$ cat src/rtl/seq_multiplier.sv
// Sequential unsigned shift-and-add multiplier: a rising edge of start in IDLE
// captures a and b, WIDTH iterations later product updates with a one-cycle done.
module seq_multiplier #(
  parameter int WIDTH = 4
) (
  input  logic                 clock_100Mhz,
  input  logic                 reset,
  input  logic                 start,
  input  logic [WIDTH-1:0]     a,
  input  logic [WIDTH-1:0]     b,
  output logic [2*WIDTH-1:0]   product,
  output logic                 busy,
  output logic                 done
);

  localparam int CW = $clog2(WIDTH) + 1;

  typedef enum logic [1:0] {
    IDLE = 2'd0,
    RUN  = 2'd1,
    DONE = 2'd2
  } state_t;

  state_t             state_q, state_d;
  logic               start_q, start_d;
  logic [WIDTH-1:0]   mcand_q, mcand_d;
  logic [WIDTH-1:0]   mplier_q, mplier_d;
  logic [2*WIDTH-1:0] acc_q, acc_d;
  logic [CW-1:0]      count_q, count_d;
  logic [2*WIDTH-1:0] product_q, product_d;

  logic               start_rise;
  logic [WIDTH-1:0]   addend;
  logic [WIDTH:0]     sum;
  logic [2*WIDTH-1:0] acc_shifted;

  // Request/acknowledge: start is a level and only a 0->1 transition seen in
  // IDLE is accepted; done pulses once when product takes the new result.
  assign start_rise = start & ~start_q;

  always_comb begin
    state_d     = state_q;
    start_d     = start;
    mcand_d     = mcand_q;
    mplier_d    = mplier_q;
    acc_d       = acc_q;
    count_d     = count_q;
    product_d   = product_q;
    addend      = mplier_q[0] ? mcand_q : '0;
    sum         = {1'b0, acc_q[2*WIDTH-1:WIDTH]} + {1'b0, addend};
    // The carry out of the upper-half add becomes the new MSB after the shift.
    acc_shifted = (2*WIDTH)'({sum, acc_q[WIDTH-1:0]} >> 1);

    case (state_q)
      IDLE: begin
        if (start_rise) begin
          mcand_d  = a;
          mplier_d = b;
          acc_d    = '0;
          count_d  = '0;
          state_d  = RUN;
        end
      end
      RUN: begin
        acc_d    = acc_shifted;
        mplier_d = mplier_q >> 1;
        count_d  = count_q + CW'(1);
        if (count_q == CW'(WIDTH - 1)) begin
          product_d = acc_shifted;
          state_d   = DONE;
        end
      end
      DONE: begin
        state_d = IDLE;
      end
      default: begin
        state_d = IDLE;
      end
    endcase
  end

  always_ff @(posedge clock_100Mhz) begin
    if (reset) begin
      state_q   <= IDLE;
      start_q   <= 1'b1;
      mcand_q   <= '0;
      mplier_q  <= '0;
      acc_q     <= '0;
      count_q   <= '0;
      product_q <= '0;
    end else begin
      state_q   <= state_d;
      start_q   <= start_d;
      mcand_q   <= mcand_d;
      mplier_q  <= mplier_d;
      acc_q     <= acc_d;
      count_q   <= count_d;
      product_q <= product_d;
    end
  end

  assign product = product_q;
  assign busy    = (state_q == RUN);
  assign done    = (state_q == DONE);

endmodule

$ cat config.mk
export PLATFORM = sky130hd
export DESIGN_NAME = seq_multiplier
export DESIGN_NICKNAME = d
export VERILOG_FILES = /design/src/rtl/seq_multiplier.sv
export SDC_FILE = /design/constraint.sdc
export NUM_CORES = 1
export LEC_CHECK = 0
export BUFFER_PORTS_ARGS = -buffer_cell sky130_fd_sc_hd__clkbuf_2
export CAP_MARGIN = 20
export CORE_AREA = 2 2 69 71
export CTS_BUF_LIST = sky130_fd_sc_hd__clkbuf_16
export DETAILED_ROUTE_END_ITERATION = 8
export DIE_AREA = 0 0 71 73
export GPL_ROUTABILITY_DRIVEN = 0
export GPL_TIMING_DRIVEN = 0
export MAX_ROUTING_LAYER = met4
export SKIP_CTS_REPAIR_TIMING = 1
export SYNTH_ARGS = -nofsm -noshare
export SYNTH_HDL_FRONTEND = slang
export SYNTH_SLANG_ARGS = --single-unit
$ cat constraint.sdc
create_clock -name clock_100Mhz -period 2.4 [get_ports clock_100Mhz]
set_clock_uncertainty 0.2 [all_clocks]
set_input_delay 0 -clock clock_100Mhz [delete_from_list [all_inputs] [get_ports clock_100Mhz]]
set_output_delay 0 -clock clock_100Mhz [all_outputs]
set_load 0.01 [all_outputs]
Word-level counts from Yosys, hierarchy flattened
Index checks and enable logic that the tools add are counted.

Bits in registers: 30. Word-level logic and storage cells: 32.

$add $sub $neg: 2. Eq/ne operators: 5. Multiplexer cells: 10. Bitwise operators: 2. Reduce and logical (&&, ||, !) cells: 6.

Operator list (count): case mux 8 bit (2 select lines) (1); two-way mux 4 bit (2); two-way mux 8 bit (1); case mux 4 bit (2 select lines) (1); AND reduction 2 bit (4); case mux 3 bit (2 select lines) (1); adder 4 x 4 -> 5 bit (1); two-way mux 2 bit (2); case mux 2 bit (2 select lines) (1); adder 3 x 1 -> 3 bit (second input constant) (1); == test 3 x 2 -> 1 bit (second input constant) (1); two-way mux 3 bit (1); == test 2 x 1 -> 1 bit (second input constant) (1); == test 2 bit (second input constant) (1); logical NOT 2 bit (1); inequality test 2 x 1 -> 1 bit (second input constant) (1); inequality test 2 bit (second input constant) (1); nonzero test 2 bit (1); bitwise AND 1 bit (1); inverter 1 bit (1).

Depth between registers and ports, before layout
Depth in word-level cells: 4. Depth in mapped cells: 6. Depth with buffers taken out: 6.

Worst setup path after synthesis
Ideal clock, no wire load.

Path kind: register to register. Start point: register mplier_q[0]. End point: register acc_q[7]. Setup time: 0.131 ns. Arrival: 1.443 ns. Required time: 2.069 ns. Slack: 0.626 ns. Cell stages (with the launch flop): 7. Period minus slack after synthesis: 1.774 ns. Cells stage by stage: dfxtp_1 -> and2_1 -> ha_1 -> fa_1 -> a21o_1 -> a21oi_1 -> o32ai_1.

Word-level cells in the longest chain between the ends: 3.

Ends and longest elaborated chain: from (decl) (RTL line 27) `logic [WIDTH-1:0] mplier_q, mplier_d;`; from (signal assigned) (RTL line 95) `mplier_q <= mplier_d;`; two-way mux 4 bit (RTL line 49) `addend = mplier_q[0] ? mcand_q : '0;`; adder 4 x 4 -> 5 bit (RTL line 50) `sum = {1'b0, acc_q[2*WIDTH-1:WIDTH]} + {1'b0, addend};`; case mux 8 bit (2 select lines) (RTL line 54) `case (state_q)`; to (signal assigned) (RTL line 88) `acc_q <= '0;`; to (signal assigned) (RTL line 96) `acc_q <= acc_d;`; to (decl) (RTL line 28) `logic [2*WIDTH-1:0] acc_q, acc_d;`.

Every way passes these cells. A chain may end at the register's enable or synchronous reset.

Worst setup path after layout
Same ends and word-level chain as after synthesis.

==> flow_summary.toml <==
[run_status]
status = "finished with violations"
violations = "negative hold slack"

[clock_tree]
clock_latency_ns = 0.27
htreeDepth = 2
clk_pin_slew_ns = 0.05
cts_buffers = 5
cts_root_buffer = "clkbuf_16"
cts_sinks = 29
cts_tree = "built"
cts_buffer_depth = 2

[floorplanning]
pin_count = 21
start_util_pct = 28.2
die_w_um = 71
die_h_um = 73
fp.dieArea_um2 = 5180
rows = 25
core_um2 = 4540

[logic_synthesis]
synthXorXnorAreaFrac_pct = 0.685
synth.area.mux_share_pct = 0
syn_inst = 148
syn_avg_cell_area_um2 = 8.64
synth-simple-area-share_pct = 25.3
synth-adder-area-share_pct = 7.44
ys_warn_count = 0
netlist_area_um2 = 1280
yosysUniqueCellTypes = 35
synth_top_family_by_area = "simple AND/OR/NAND/NOR gates"
ys_seq_elements = 29
synth_seq_area_share_pct = 45.4
syn_nets = 166
synth_compound_area_share_pct = 16.1

[layout]
n_fill_cell = 461
multiInputGateArea_um2 = 634
nNetsFinal = 202
fin_area_um2 = 1670
diodes = 0
drive_above_1_share_pct = 18.4
area_growth_pct = 30.9
regArea_um2 = 581

[power]
power_density_nw_per_um2 = 694
peakVddDrop_v = 0.000255
p_leak_nw = 0.675

[drt]
vias = 1139
wl_mm = 3.00
drc = 0
ant_nets = 0
drtPass1Iterations = 4
wl_per_cell_um = 12.5
drt_iter0_markers = 43
via_per_inst = 4.77

[global_route]
grt_busiest_layer = "met2"
grt_antenna_before_repair = 0
grtUsageTotal_pct = 13.3
grt_pass1_vias = 1079
use_met1_pct = 16.3
use_met3_pct = 3.87
grt_max_degree = 11
use_met2_pct = 19.7
grt_pass1_wl_mm = 5.08
overflow = 0

[setup_path]
worst_ep_arrival_time_ns = 1.87
critPathSlowestCell = "fa_1"
endpoint_kind = "flop"
worst_setup_path_start_kind = "flop"
cp_max_fo = 5
crit_required_ns = 2.35
max_stage_delay_ns = 0.41
crit_chain = "and2_1, ha_1, fa_1, a21o_1, a21oi_1, o32ai_1"
crit_type = "flop to flop"

[sta]
fin_crit_ns = 1.92
grt_setup_unrepaired = "false"
relSlewSlack_pct = 49.0
max_freq_mhz = 519
finalSetupTns_ns = 0
min_period_over_period_pct = 80.2
hold_viol = 1
timing.final.max_slew_violations = 0
worst_pin_slew_ns = 0.763
final-setup-viol-count = 0
hold_ws_ns = -0.0611

[job]
cap_violations = 0

[place]
io_buffers = 20
dp_hpwl_mm = 2.04
place_area_um2 = 1450

[hold_path]
hold_class = "input pin to flop"
-- cell families after synthesis --
kind of cell	Yosys count
AO/OA/AOI/OAI	33
adder cells (fa/ha/maj)	7
AND/OR/NAND/NOR	65
buffers and inverters	13
XOR/XNOR	1
flip-flops	29
-- placed cells by master (no fill, tap or decap), drive strengths merged, types with 3 or more instances in the layout --
cell	synthesis	layout
and2	4	4
nand2	32	32
clkbuf	4	29
nand3	10	10
a21oi	21	21
dlygate4sd3	0	9
nand2b	4	4
buf	5	5
ha	6	6
nor2	3	3
clkinv	0	3
a311oi	3	3
dfxtp	29	29
nor3	3	3
inv	4	4
-- area by class of cell --
cell class,count,area share (%)
clock buffers,5,7.47
plain buffers,9,2.91
clock inverters,3,0.747
repair buffers,29,11.4
well taps,54,4.04
inverters,4,0.897
multi-input cells,106,37.9
flip-flops and latches,29,34.7
-- routing by layer --
metal	routed length, um	part of all wire (%)
met4	76	2.5
met2	1310	44
met5	0	0
met3	139	4.6
met1	1470	49
-- metrics by stage --
stage / setup WS [ns] / cells / total power, W / util, %
finish: 0.475 / 239 / 0.00116 / 36.9
global route: 0.343 / 239 / 0.00120 / 36.9
CTS: 0.467 / 230 / 0.00116 / 34.9
detailed placement: 0.483 / 222 / 0.000573 / 31.9
global placement: 0.478 / 222 / 0.000573 / 31.9
floorplan: 0.626 / 148 / 0.000549 / -
-- final timing paths --
kind / from / endpoint / slack, ns / depth (start not counted)
worst max-delay path: mplier_q[0] / acc_q[7] / 0.48 / 6
worst min-delay path: reset / acc_q[6] / -0.06 / 3
worst max register to register: mplier_q[0] / acc_q[7] / 0.48 / 6
worst min register to register: mcand_q[1] / mcand_q[1] / 0.25 / 2
-- registers in the layout (all words and copies together), names as in the netlist --
register,flops
product,8
mplier_q,4
acc_q,7
start_q,1
count_q,3
mcand_q,4
state_q,2
-- synth_stat cells (all sizes together) --
library cell	n	area [um2]
nor2b	2	12.5
nand2	32	120
a2111o	1	11.3
nand2b	4	25.0
and4	1	8.76
a211oi	1	7.51
or4b	1	10.0
nand3b	1	7.51
o21ai	1	5.00
o32ai	1	8.76
inv	4	15.0
nor4b	1	15.0
nor2	3	13.8
or2	1	6.26
a21o	1	7.51
and3b	1	8.76
nand4	1	6.26
dfxtp	29	581
and2	4	25.0
o311ai	1	8.76
a311o	1	10.0
nand3	10	50.1
fa	1	20.0
xnor2	1	8.76
clkbuf	4	15.0
a2111oi	1	8.76
a21oi	21	105
a311oi	3	26.3
nor3	3	15.0
buf	5	33.8
ha	6	75.1
o21a	1	7.51
-- critical path: cells and delay by family, from the launching register on --
kind | cells | cell delay, ns
simple gates | 1 | 0.15
compound gates | 3 | 0.49
fa+ha+maj | 2 | 0.61
flops | 1 | 0.34
-- power breakdown --
part	internal [W]	switching [W]
combinational	0.0000341	0.0000405
clock	0.000374	0.000214
sequential	0.000493	0.00000699
total	0.000901	0.000262
No activity file was read; power rests on OpenSTA's default activity.
